<file path="config.mk">
export PLATFORM = sky130hd
export DESIGN_NAME = multi_drive_resolver
export DESIGN_NICKNAME = d
export VERILOG_FILES = /design/src/rtl/multi_drive_resolver.sv
export SDC_FILE = /design/constraint.sdc
export NUM_CORES = 1
export LEC_CHECK = 0
export BUFFER_PORTS_ARGS = -buffer_cell sky130_fd_sc_hd__buf_2
export CORE_ASPECT_RATIO = 0.75
export CORE_UTILIZATION = 35
export CTS_BUF_LIST = sky130_fd_sc_hd__clkbuf_8
export DETAILED_ROUTE_END_ITERATION = 8
export MAX_ROUTING_LAYER = met4
export PLACE_DENSITY = 0.68
export SKIP_LAST_GASP = 1
export SYNTH_ARGS = -nofsm -noshare
export SYNTH_HDL_FRONTEND = slang
export SYNTH_SLANG_ARGS = --single-unit
export TNS_END_PERCENT = 30
</file>
<file path="constraint.sdc">
create_clock -name clk -period 2.95 [get_ports clk]
set_input_delay 0.1475 -clock clk [delete_from_list [all_inputs] [get_ports clk]]
set_output_delay 0.1475 -clock clk [all_outputs]
set_load 0.1 [all_outputs]
</file>
<file path="src/rtl/multi_drive_resolver.sv">
// multi_drive_resolver: per-bit resolution of N tri-state drivers into data/z/x masks, buffered in a 2-entry FIFO
// Ports: clk, rst (async, active-high); in_valid/in_ready with drv_data/drv_en/mode (driver set);
//        out_valid/out_ready with res_data/res_zmask/res_xmask (resolved word);
//        conflict_cnt/err_sticky (strict-mode conflict statistics), clr_err (sync clear).
module multi_drive_resolver #(
    parameter int W = 12,
    parameter int N = 4
) (
    input  logic               clk,
    input  logic               rst,
    input  logic               in_valid,
    output logic               in_ready,
    input  logic [N-1:0][W-1:0] drv_data,
    input  logic [N-1:0][W-1:0] drv_en,
    input  logic [1:0]         mode,
    output logic               out_valid,
    input  logic               out_ready,
    output logic [W-1:0]       res_data,
    output logic [W-1:0]       res_zmask,
    output logic [W-1:0]       res_xmask,
    output logic [7:0]         conflict_cnt,
    output logic               err_sticky,
    input  logic               clr_err
);
    // one_v: some enabled driver drives 1; zero_v: some enabled driver drives 0
    logic [W-1:0] one_v, zero_v, any_v, d_v, x_v;
    logic [3*W-1:0] mem [2];
    logic [1:0] occ;
    logic wp, rp, push, pop;
    always_comb begin
        one_v  = '0;
        zero_v = '0;
        for (int i = 0; i < N; i++) begin
            one_v  = one_v | (drv_en[i] & drv_data[i]);
            zero_v = zero_v | (drv_en[i] & ~drv_data[i]);
        end
        any_v = one_v | zero_v;
        d_v   = mode == 2'd1 ? one_v : mode == 2'd2 ? (any_v & ~zero_v) : (one_v & ~zero_v);
        x_v   = (mode == 2'd1 || mode == 2'd2) ? '0 : (one_v & zero_v);
    end
    assign in_ready  = !rst && !occ[1];
    assign out_valid = occ != 2'd0;
    assign push      = in_valid && in_ready;
    assign pop       = out_valid && out_ready;
    assign {res_data, res_zmask, res_xmask} = out_valid ? mem[rp] : '0;
    always_ff @(posedge clk) begin
        if (push) mem[wp] <= {d_v, ~any_v, x_v};
    end
    always_ff @(posedge clk or posedge rst) begin
        if (rst) begin
            occ          <= '0;
            wp           <= 1'b0;
            rp           <= 1'b0;
            conflict_cnt <= '0;
            err_sticky   <= 1'b0;
        end else begin
            occ <= occ + {1'b0, push} - {1'b0, pop};
            if (push) wp <= ~wp;
            if (pop) rp <= ~rp;
            // a clear coinciding with a conflicting word clears first, then counts it
            if (push && |x_v) begin
                conflict_cnt <= clr_err ? 8'd1 : conflict_cnt == 8'hFF ? conflict_cnt : conflict_cnt + 8'd1;
                err_sticky   <= 1'b1;
            end else if (clr_err) begin
                conflict_cnt <= '0;
                err_sticky   <= 1'b0;
            end
        end
    end
endmodule
</file>
# ---- Yosys cells after proc, flatten, opt, wreduce, memory -nomap -nowiden
# Memories as Yosys holds them, arrays and structs flattened.
# Cells that the tools add are included.
dict set report word_totals {
  register_bits 13
  latch_bits 0
  ramBits 72
  rom_bits 0
  in_bits 103
  output_inout_bits 47
  elab_cells 62
  n_memories 1
}
# name words word_bits rd rd_ports_with_merged_regs write_ports line
set mem_list {}
lappend mem_list {mem 2 36 1 0 1 27} ;# logic [3*W-1:0] mem [2];
dict set report classes {
  n_addsub 3
  n_mul 0
  div 0
  order_cmp 0
  eq_ne 4
  n_shift 0
  n_mux 12
  bitwise 26
  n_reduce_logical 11
}
# op count
set ops {}
lappend ops {{AND 12 bit} 11}
lappend ops {{OR 12 bit} 7}
lappend ops {{NOT 12 bit} 6}
lappend ops {{two-way mux 12 bit} 3}
lappend ops {{two-way mux 36 bit} 1}
lappend ops {{two-way mux 8 bit} 4}
lappend ops {{OR reduction 12 bit} 1}
lappend ops {{adder 8 x 1 -> 8 bit, second input constant} 1}
lappend ops {{equality test 8 bit, second input constant} 1}
lappend ops {{logical AND 1 bit} 4}
lappend ops {{two-way mux 1 bit} 4}
lappend ops {{nonzero test 2 bit} 2}
lappend ops {{adder 2 x 1 -> 2 bit} 1}
lappend ops {{equality test 2 x 1 -> 1 bit, second input constant} 1}
lappend ops {{equality test 2 bit, second input constant} 1}
lappend ops {{logical NOT 1 bit} 2}
lappend ops {{inequality test 2 bit, second input constant} 1}
lappend ops {{NOT 1 bit} 2}
lappend ops {{AND reduction 2 bit} 1}
lappend ops {{subtractor 2 x 1 -> 2 bit} 1}
lappend ops {{logical OR 1 bit} 1}

# ---- Longest topological paths before layout
# Gate-level depths: netlist (run 1).
dict set report logic_depth {
  depth_word 11
  mapped_depth 8
}

# ---- Worst setup path before layout (run 1)
# Ideal clock, no wire load.
dict set report synth_timing {
  path_type {flip-flop to flip-flop}
  from {register occ[1]}
  to {memory mem[0][0] in the netlist's numbering (enable)}
  setup_time_ns 0.429
  arrival_ns 3.707
  required_ns 2.521
  path_slack_ns -1.186
  path_stages_with_launch 5
  path_cell_list {dfrtp_1 nor2_1 and2_2 inv_1 nor2_1}
}
dict set report synth_between {
  elab_chain_cells 5
}
# item line
set synth_lines {}
lappend synth_lines {{start, declared} 28} ;# logic [1:0] occ;
lappend synth_lines {{start signal, assigned} 57} ;# occ <= occ + {1'b0, push} - {1'b0, pop};
lappend synth_lines {{logical NOT 1 bit} 41} ;# assign in_ready = !rst && !occ[1];
lappend synth_lines {{logical AND 1 bit} 41}
lappend synth_lines {{via in_ready} 12} ;# output logic in_ready,
lappend synth_lines {{logical AND 1 bit} 43} ;# assign push = in_valid && in_ready;
lappend synth_lines {{two-way mux 1 bit} 47} ;# if (push) mem[wp] <= {d_v, ~any_v, x_v};
lappend synth_lines {{two-way mux 1 bit (not written as such)} 47}
lappend synth_lines {{end, declared} 27}
# The timed path passes the listed nets, and every way through them passes these cells.

# ---- Worst setup path in the final report (run 1)
dict set report layout_timing {
  from {input mode[0]}
  to {register conflict_cnt[0]}
}
dict set report layout_between {
  elab_chain_cells 7
}
# item line
set layout_lines {}
lappend layout_lines {{start, declared} 15} ;# input logic [1:0] mode,
lappend layout_lines {{equality test 2 x 1 -> 1 bit / equality test 2 bit (equally long branches)} 39} ;# x_v = (mode == 2'd1 || mode == 2'd2) ? '0 : (one_v & zero_v);
lappend layout_lines {{logical OR 1 bit *} 39}
lappend layout_lines {{two-way mux 12 bit *} 39}
lappend layout_lines {{via x_v[8]} 26} ;# logic [W-1:0] one_v, zero_v, any_v, d_v, x_v;
lappend layout_lines {{OR reduction 12 bit *} 61} ;# if (push && |x_v) begin
lappend layout_lines {{logical AND 1 bit *} 61}
lappend layout_lines {{nonzero test 2 bit (no source line)} --}
lappend layout_lines {{AND reduction 2 bit (no source line)} --}
lappend layout_lines {{end signal, assigned} 62} ;# conflict_cnt <= clr_err ? 8'd1 : conflict_cnt == 8'hFF ? conflict_cnt : conflict_cnt + 8'd1;
lappend layout_lines {{end, declared} 21} ;# output logic [7:0] conflict_cnt,
# The timed path passes the listed nets; every way through them passes the cells marked *.
# A chain may end at the register's enable or synchronous reset.

==> results of run 1 <==
==> worst max-delay path: cells and delay by family <==
kind | cells | cell delay (ns)
adders and majority gates | 1 | 0.43
buffers and inverters | 2 | 0.13
AOI/OAI and AO/OA | 2 | 0.87
and+or+nand+nor | 3 | 0.84
==> what timing repair did <==
item	CTS	global route
hold buffers	1	0
endpoints found under the hold margin	13	0
buffers inserted	0	0
==> kinds of logic (layout without fill, tap and decap cells) <==
| group | after synthesis | count (layout) |
|---|---|---|
| multiplexers | 36 | 36 |
| adder cells (fa/ha/maj) | 5 | 5 |
| buffers and inverters | 28 | 188 |
| XOR/XNOR | 4 | 4 |
| AND/OR/NAND/NOR | 144 | 144 |
| flip-flops | 85 | 85 |
| AO/OA/AOI/OAI | 82 | 82 |
==> Yosys cell counts, types with 2 or more instances <==
library cell,n
nor3_1,2
nand2b_1,39
inv_1,16
a21oi_1,26
buf_1,3
xnor2_1,3
nor2b_1,4
and3_1,8
and2_1,2
nor4_1,6
a22oi_1,16
o31ai_1,4
dfrtp_1,13
o2111ai_1,7
a222oi_1,6
nand2_1,13
o41ai_1,2
and3_2,2
clkbuf_1,6
nand3_1,10
a31oi_1,5
mux2i_1,36
or4_2,4
edfxtp_1,72
ha_1,5
a21boi_0,7
nor3b_1,2
nor2_1,45
==> final timing paths <==
path / from / to / depth (start not counted)
min in group asynchronous: rst / conflict_cnt[4] / 3
worst min register to register: err_sticky / err_sticky / 1
worst max-delay path: mode[0] / conflict_cnt[0] / 8
worst max register to register: conflict_cnt[2] / conflict_cnt[4] / 5
worst min-delay path: clr_err / conflict_cnt[5] / 2
max in group asynchronous: rst / rp / 3
==> sequential cells by signal (all words and copies together), names as in the netlist <==
name,count
mem,72
conflict_cnt,8
occ,2
err_sticky,1
rp,1
wp,1
==> stage by stage <==
stage	total power [mW]	utilization, %
floorplan	4.29	-
global placement	4.86	44.0
detailed placement	4.89	44.0
CTS	5.71	45.7
global route	5.89	45.7
finish	5.66	45.7
==> power by group through the flow <==
stage          Clock (mW)  Sequential, mW  Combinational [mW]
6_report            0.819            1.56                3.28
5_1_grt             0.878            1.58                3.43
4_1_cts             0.838            1.56                3.31
3_5_place_dp            0            1.59                3.30
3_3_place_gp            0            1.58                3.28
2_1_floorplan           0            1.58                2.71
==> layer usage <==
metal	GRT usage, %	wire length (µm)	up-vias	share of wire [%]
met1	21.0	4950	1742	47
met4	4.38	54	0	0.51
met3	4.08	582	4	5.5
li1	-	-	1776	-
met5	-	0	-	0
met2	27.6	5010	123	47
==> cell type report <==
class	instances	area (µm²)	area share (%)
clock buffers	9	124	2.20
clock inverters	7	73.8	1.31
inverters	16	60.1	1.07
repair buffers	156	813	14.5
well taps	166	208	3.69
multi-input cells	271	1850	33.0
flip-flops and latches	85	2490	44.3
==> placed cells by master (no fill, tap or decap), types with 3 or more instances in the layout <==
cell        count
o2111ai_1       7
nor4_1          6
ha_1            5
clkbuf_8        9
clkinvlp_4      3
buf_2         149
o31ai_1         4
and3_2          3
a22oi_1        16
nand2_1        13
a222oi_1        6
buf_4           5
nor2_1         42
or4_2           4
nand2b_1       39
a21oi_1        26
mux2i_1        36
edfxtp_1       72
nor2b_1         4
a21boi_0        7
dfrtp_1        12
a31oi_1         5
xnor2_1         3
inv_1          17
nand3_1        10
and3_1          7
==> flow_metrics.tcl, run 1 <==
set metrics [dict create \
    grt_pass1_vias 3493 \
    global_route.usage.total_pct 16.8 \
    yosysUniqueCellTypes 48 \
    worst_slew_pin_slew_ns 0.630 \
    drive_gt1_share_pct 34.6 \
    antenna_found_initial 0 \
    synth_area_um2 4440 \
    p_clk_share_pct 14.5 \
    r2r_slack_ns 0.89 \
    crit_required_ns 3.17 \
    initial_utilization_pct 36.1 \
    cts_tree "done" \
    dr.pass1.iters 4 \
    hold_viol_final 0 \
    rsz0062_at_grt "false" \
    fin_hold_ws_ns 0.0878 \
    drtIter0Drc 241 \
    ant_nets 0 \
    avgViaCountPerCell 5.13 \
    synthMuxAreaShare_pct 8.11 \
    power_frac_seq_pct 27.6 \
    critPathLaunchType "input pin" \
    dp.cells 693 \
    synthSimpleGateAreaFrac_pct 17.4 \
    status "complete, no violations" \
    die_h_um 99.5 \
    skew_ns 0.0110 \
    synth_fa_ha_area_share_pct 1.41 \
    netlist_instances 384 \
    critical_path.max_stage_delay_ns 0.60 \
    crit_path_max_fanout 14 \
    ys_seq_area_share_pct 56.0 \
    fmax_mhz 454 \
    dieArea_um2 13100 \
    relSlewSlack_pct 58.0 \
    crit_type "in -> reg" \
    powerDensity_nw_per_um2 1010 \
    synth-xor-area-share_pct 0.789 \
    hpwl_um 7840 \
    root_buffer "clkbuf_8" \
    synth_top_family_by_area "simple AND/OR/NAND/NOR gates" \
    finalSetupTns_ns 0 \
    num_io_pins 150 \
    post-route-period-util_pct 74.6 \
    area.growth.synth_to_final_pct 26.6 \
    synth_nets 492 \
    cp-end-kind "flip-flop" \
    cts_buffers 9 \
    drc 0 \
    core_area_um2 12300 \
    vias 3645 \
    grt_pass1_wl_um 16800 \
    post_cts_resized 0 \
    grt_max_degree 37 \
    antenna_cells 0 \
    maxSlewViolCount 0 \
    path_clk_slew_ns 0.09 \
    dp_slack_ns 0.406 \
    internal_power_mw 2.46 \
    fin_crit_ns 2.20 \
    routed_wl_um 10600 \
    htreeDepth 3 \
    gp_congestion 0.793 \
    fillerInstances 1180 \
    syn-mean-instance-area_um2 11.6 \
    synth_edf_count 72 \
    ys_seq_elements 85 \
    netSwitchingFraction_pct 56.6 \
    row_count 35 \
    place_area_um2 5410 \
    synthArstFlopShare_pct 15.3 \
    switchingPower_mw 3.20 \
    cts_buffer_depth 2 \
    drt-wirelength-per-cell_um 14.9 \
    cts_sinks 85 \
    yosys_warnings 0 \
    maxCapViolations 0 \
    ir_worst_vdd_uv 680 \
    synth_compound_area_share_pct 13.6 \
    clock_latency_ns 0.34 \
    cpMaxStageDelayCell "o311ai_4" \
    fin_cells 710 \
    p_comb_share_pct 58.0 \
    ys.flop_type "edfxtp_1" \
    min_path_type "in -> reg" \
    path_cells "buf_2, inv_1, ha_1, and3_4, or4_4, o311ai_4, nor3_2, a221o_1" \
    fin_ws_ns 0.748 \
    cp.arrival_ns 2.42 \
    io_buffer_count 149 \
    final_cell_area_um2 5620 \
    yosysTopAreaCellShare_pct 48.7 \
    overflow 0 \
    synth_area_leaders "edfxtp_1, mux2i_1, dfrtp_1, nand2b_1, nor2_1" \
    setup_violations 0 \
    leakage_nw 2.41 \
    fp.dieW_um 132 \
    layout.nets 647 \
    yosysTopAreaCell "edfxtp_1" \
]
No activity file was read; power rests on OpenSTA's default activity.
==> run 2, diff against run 1 <==
--- a/config.mk
+++ b/config.mk
@@ -11,7 +11,7 @@
 export CTS_BUF_LIST = sky130_fd_sc_hd__clkbuf_8
 export DETAILED_ROUTE_END_ITERATION = 8
 export MAX_ROUTING_LAYER = met4
-export PLACE_DENSITY = 0.68
+export PLACE_DENSITY = 0.7
 export SKIP_LAST_GASP = 1
 export SYNTH_ARGS = -nofsm -noshare
 export SYNTH_HDL_FRONTEND = slang
==> constraint.sdc (replaced) <==
create_clock -name clk -period 2 [get_ports clk]
set_input_delay 0.1 -clock clk [delete_from_list [all_inputs] [get_ports clk]]
set_output_delay 0.1 -clock clk [all_outputs]
set_load 0.1 [all_outputs]
==> flow_metrics.tcl, run 2 (synthesis gave the netlist of run 1 again) <==
set metrics [dict create \
    largest_register_ffs 72 \
    drc 0 \
    status "complete, no violations" \
    holdPathStages 2 \
    layout_commonest_cell "buf_2" \
    cpLargestDelayFamily "simple AND/OR/NAND/NOR gates" \
    root_buffer "clkbuf_8" \
    fmax_mhz 508 \
    rsz0062_at_grt "true" \
    setup_violations 0 \
    routed_wl_um 11200 \
    gp_congestion 0.802 \
    antenna_cells 0 \
    drive_gt1_share_pct 47.4 \
    vias 3835 \
    drtIter0Drc 315 \
    finalSetupTns_ns 0 \
    grt_pass1_vias 3833 \
    cp-end-kind "flip-flop" \
    cp_num_buf_inv 2 \
    area.growth.synth_to_final_pct 39.3 \
    fp.dieW_um 132 \
    initial_utilization_pct 36.1 \
    grt_pass1_wl_um 18200 \
    path_clk_slew_ns 0.09 \
    min_path_type "in -> reg" \
    cts_sinks 85 \
    timing.rr.start "occ[1]" \
    clock_latency_ns 0.35 \
    core_area_um2 12300 \
    hp-start "clr_err" \
    die_h_um 99.5 \
    io_buffer_count 149 \
    dr.pass1.iters 7 \
    startpoint "occ[1]" \
    hpwl_um 8160 \
    holdPathEnd "conflict_cnt[3]" \
    avgViaCountPerCell 5.08 \
    maxSlewViolCount 0 \
    skew_ns 0.0109 \
    leakage_nw 2.66 \
    largestRegisters "mem (72), conflict_cnt (8), occ (2)" \
    layout.nets 692 \
    r2r_cells 7 \
    utilization_pct 50.2 \
    critPathLaunchType "flip-flop" \
    relSlewSlack_pct 64.9 \
    num_io_pins 150 \
    p_total_mw 8.85 \
    antenna_found_initial 0 \
    crit_path_max_fanout 6 \
    worst_slew_pin_slew_ns 0.526 \
    r2r_end "conflict_cnt[7]" \
    cts_tree "done" \
    place_area_um2 5860 \
    drt-wirelength-per-cell_um 14.8 \
    ir_worst_vdd_uv 975 \
    post-route-period-util_pct 98.4 \
    mostFrequentLayoutCells "buf_2, edfxtp_1, buf_4" \
    final_cell_area_um2 6180 \
    dieArea_um2 13100 \
    overflow 0 \
    fin_crit_ns 1.97 \
    cp.arrival_ns 2.26 \
    row_count 35 \
    r2r_slack_ns 0.03 \
    maxCapViolations 0 \
    ant_nets 0 \
    critical_path.max_stage_delay_ns 0.60 \
    hold_viol_final 0 \
    fin_hold_ws_ns 0.0124 \
    cpMaxStageDelayCell "or4_2" \
    cts_buffer_depth 2 \
    crit_type "reg -> reg" \
    grt_max_degree 38 \
    path_cells "nor2_4, and2_4, o311ai_4, buf_4, clkbuf_16, or4_2, a21oi_1" \
    cts_buffers 9 \
    crit_required_ns 2.29 \
    global_route.usage.total_pct 17.9 \
    regMostFlops "mem" \
    powerDensity_nw_per_um2 1430 \
    htreeDepth 3 \
]
run 2: cell types whose count changed in the layout (fill, tap and decap cells not counted), sizes merged:
cell    previous run  this run
inv               19        18
buf              155       199
bufinv             1         2
clkbuf             9        10
run 2: timing repair:
action | in CTS | in global routing
pin swaps | 0 | 10
hold buffers | 1 | 0
hold endpoints to repair | 13 | 0
setup buffers | 0 | 5
gates cloned | 0 | 1
setup endpoints to repair | 18 | 8
resized for setup | 1 | 5
run 2: per-layer routing:
metal / GRT usage (%) / vias up / routed length (µm)
met1: 21.7 / 1813 / 4940
met3: 4.49 / 12 / 748
met2: 29.5 / 144 / 5360
met5: - / - / 0
met4: 5.46 / 0 / 125
li1: - / 1866 / -
run 2: per-stage QoR:
stage	setup slack (ns)	cells
5_1_grt	-0.0274	755
4_1_cts	-0.0122	749
6_report	0.0310	755
2_1_floorplan	-0.247	384
3_5_place_dp	-0.398	732
3_3_place_gp	-0.374	732
run 2: where the power goes:
group / internal [mW] / switching [mW] / leakage [nW]
clock network: 0.721 / 0.655 / 0.108
logic: 1.07 / 4.13 / 1.72
registers: 2.17 / 0.0995 / 0.823
run 2: area by class of cell:
type	count	area, µm²
flip-flops and latches	85	2500
clock buffers	9	124
repair buffers	201	1210
fillers	1112	6120
inverters	16	66.3
clock inverters	7	104
well taps	166	208
multi-input cells	271	1970
run 2: worst max-delay path by stage:
stage / to / cells past startpoint / slack (ns)
final: conflict_cnt[7] / 7 / 0.03
after global routing: conflict_cnt[5] / 7 / -0.03
after detailed placement: conflict_cnt[0] / 9 / -0.40
after global placement: conflict_cnt[0] / 9 / -0.37
after floorplan: res_data[1] / 4 / -0.25
after CTS: conflict_cnt[0] / 9 / -0.01
==> run 3, diff against run 2 <==
--- a/config.mk
+++ b/config.mk
@@ -6,12 +6,13 @@
 export NUM_CORES = 1
 export LEC_CHECK = 0
 export BUFFER_PORTS_ARGS = -buffer_cell sky130_fd_sc_hd__buf_2
+export CAP_MARGIN = 10
 export CORE_ASPECT_RATIO = 0.75
-export CORE_UTILIZATION = 35
+export CORE_UTILIZATION = 47
 export CTS_BUF_LIST = sky130_fd_sc_hd__clkbuf_8
 export DETAILED_ROUTE_END_ITERATION = 8
 export MAX_ROUTING_LAYER = met4
-export PLACE_DENSITY = 0.7
+export PLACE_DENSITY = 0.87
 export SKIP_LAST_GASP = 1
 export SYNTH_ARGS = -nofsm -noshare
 export SYNTH_HDL_FRONTEND = slang
==> flow_metrics.tcl, run 3 (synthesis gave the netlist of run 1 again) <==
set metrics [dict create \
    dr.pass1.iters 6 \
    grt_pass1_vias 3768 \
    avgViaCountPerCell 5.51 \
    ir_worst_vdd_uv 808 \
    drc 0 \
    timing.rr.start "conflict_cnt[3]" \
    hold_viol_final 0 \
    hpwl_um 8250 \
    rsz0062_at_grt "true" \
    fmax_mhz 512 \
    powerDensity_nw_per_um2 1430 \
    overflow 0 \
    core_area_um2 9120 \
    finalSetupTns_ns 0 \
    row_count 30 \
    fin_crit_ns 1.95 \
    min_path_type "in -> reg" \
    drtIter0Drc 292 \
    startpoint "drv_en[5]" \
    crit_type "in -> reg" \
    p_comb_share_pct 60.1 \
    global_route.usage.total_pct 23.4 \
    post-route-period-util_pct 97.7 \
    io_buffer_count 149 \
    layout.nets 683 \
    largest_register_ffs 72 \
    p_clk_share_pct 12.8 \
    maxCapViolations 0 \
    drt-wirelength-per-cell_um 15.2 \
    cts_sinks 85 \
    regMostFlops "mem" \
    initial_utilization_pct 48.7 \
    grt_pass1_wl_um 17300 \
    netSwitchingFraction_pct 56.7 \
    worst_slew_pin_slew_ns 0.510 \
    antenna_cells 0 \
    setup_violations 0 \
    maxSlewViolCount 0 \
    cts_buffer_depth 2 \
    fin_ws_ns 0.0463 \
    leakage_nw 2.59 \
    hp-start "clr_err" \
    skew_ns 0.00827 \
    gp_congestion 0.766 \
    crit_path_max_fanout 3 \
    grt_max_degree 37 \
    mostFrequentLayoutCells "buf_2, edfxtp_1, nand2b_1" \
    ant_nets 0 \
    largestRegisters "mem (72), conflict_cnt (8), occ (2)" \
    cts_tree "done" \
    routed_wl_um 10800 \
    critPathLaunchType "input pin" \
    htreeDepth 3 \
    clock_latency_ns 0.35 \
    switchingPower_mw 4.86 \
    antenna_found_initial 0 \
    layout_commonest_cell "buf_2" \
    cp-end-kind "flip-flop" \
    cts_buffers 9 \
    die_h_um 86.2 \
    relSlewSlack_pct 66.0 \
    num_io_pins 150 \
    vias 3902 \
    status "complete, no violations" \
    dp_slack_ns -0.344 \
    root_buffer "clkbuf_8" \
    power_frac_seq_pct 27.1 \
    fillerInstances 689 \
    path_clk_slew_ns 0.09 \
    dieArea_um2 9840 \
    area.growth.synth_to_final_pct 35.2 \
    drive_gt1_share_pct 46.2 \
    crit_required_ns 2.23 \
    internal_power_mw 3.71 \
    fp.dieW_um 114 \
    fin_hold_ws_ns 0.0303 \
    cp.arrival_ns 2.18 \
]
## run 3: changes by cell type in the layout (fill, tap and decap cells not counted), sizes merged
cell,change
clkinv,+4
bufinv,-2
buf,-8
clkinvlp,-2
clkbuf,-1
## run 3: worst max-delay path, stage by stage
cell      delay, ns
buf_2          0.10
a222oi_1       0.34
buf_4          0.18
a31oi_1        0.04
a311oi_2       0.32
nand4_1        0.25
o311a_2        0.48
a221o_1        0.36
## run 3: area by class of cell
class                           count  area (µm²)  share of cell area (%)
Timing Repair Buffer              192        1140                    18.9
Tap cell                          128         160                    2.67
Inverter                           16        66.3                    1.10
Sequential cell                    85        2500                    41.7
Multi-Input combinational cell    271        1960                    32.6
Clock inverter                      7        57.6                   0.958
Clock buffer                        9         124                    2.06
## run 3: final timing paths
kind / depth (start not counted) / slack (ns) / endpoint
worst max-delay path: 8 / 0.05 / conflict_cnt[0]
worst min-delay path: 2 / 0.03 / conflict_cnt[5]
worst max register to register: 5 / 0.05 / conflict_cnt[3]
worst min register to register: 1 / 0.49 / err_sticky
max in group asynchronous: 3 / 1.26 / conflict_cnt[3]
min in group asynchronous: 3 / 0.36 / conflict_cnt[2]
## run 3: power by group through the flow
stage                     clock [mW]  sequential, mW  combinational (mW)
final                           1.10            2.32                5.15
after global routing            1.18            2.34                5.35
after CTS                       1.12            2.32                5.16
after detailed placement           0            2.36                5.15
after global placement             0            2.35                5.09
after floorplan                    0            2.35                4.18
## run 3: routing by layer
layer,global-route usage (%),wire (µm),part of all wire [%]
met1,27.2,4430,41
met5,-,0,0
met2,40.8,5500,51
met4,7.08,199,1.8
met3,5.10,631,5.9
## run 3: what timing repair did
action | in CTS | in global routing
gates resized for setup | 1 | 3
endpoints found under the hold margin | 13 | 0
pin swaps | 0 | 2
setup buffers | 0 | 2
endpoints found under the setup margin | 4 | 12
hold buffers | 1 | 0
## run 3: stage by stage
step / total power, mW / instance area (µm²) / cells / util [%]
final: 8.57 / 6010 / 708 / 65.8
after floorplan: 6.52 / 4570 / 384 / -
after global routing: 8.88 / 6010 / 708 / 65.8
after global placement: 7.44 / 5780 / 689 / 63.4
after CTS: 8.60 / 5980 / 706 / 65.6
after detailed placement: 7.51 / 5780 / 689 / 63.4
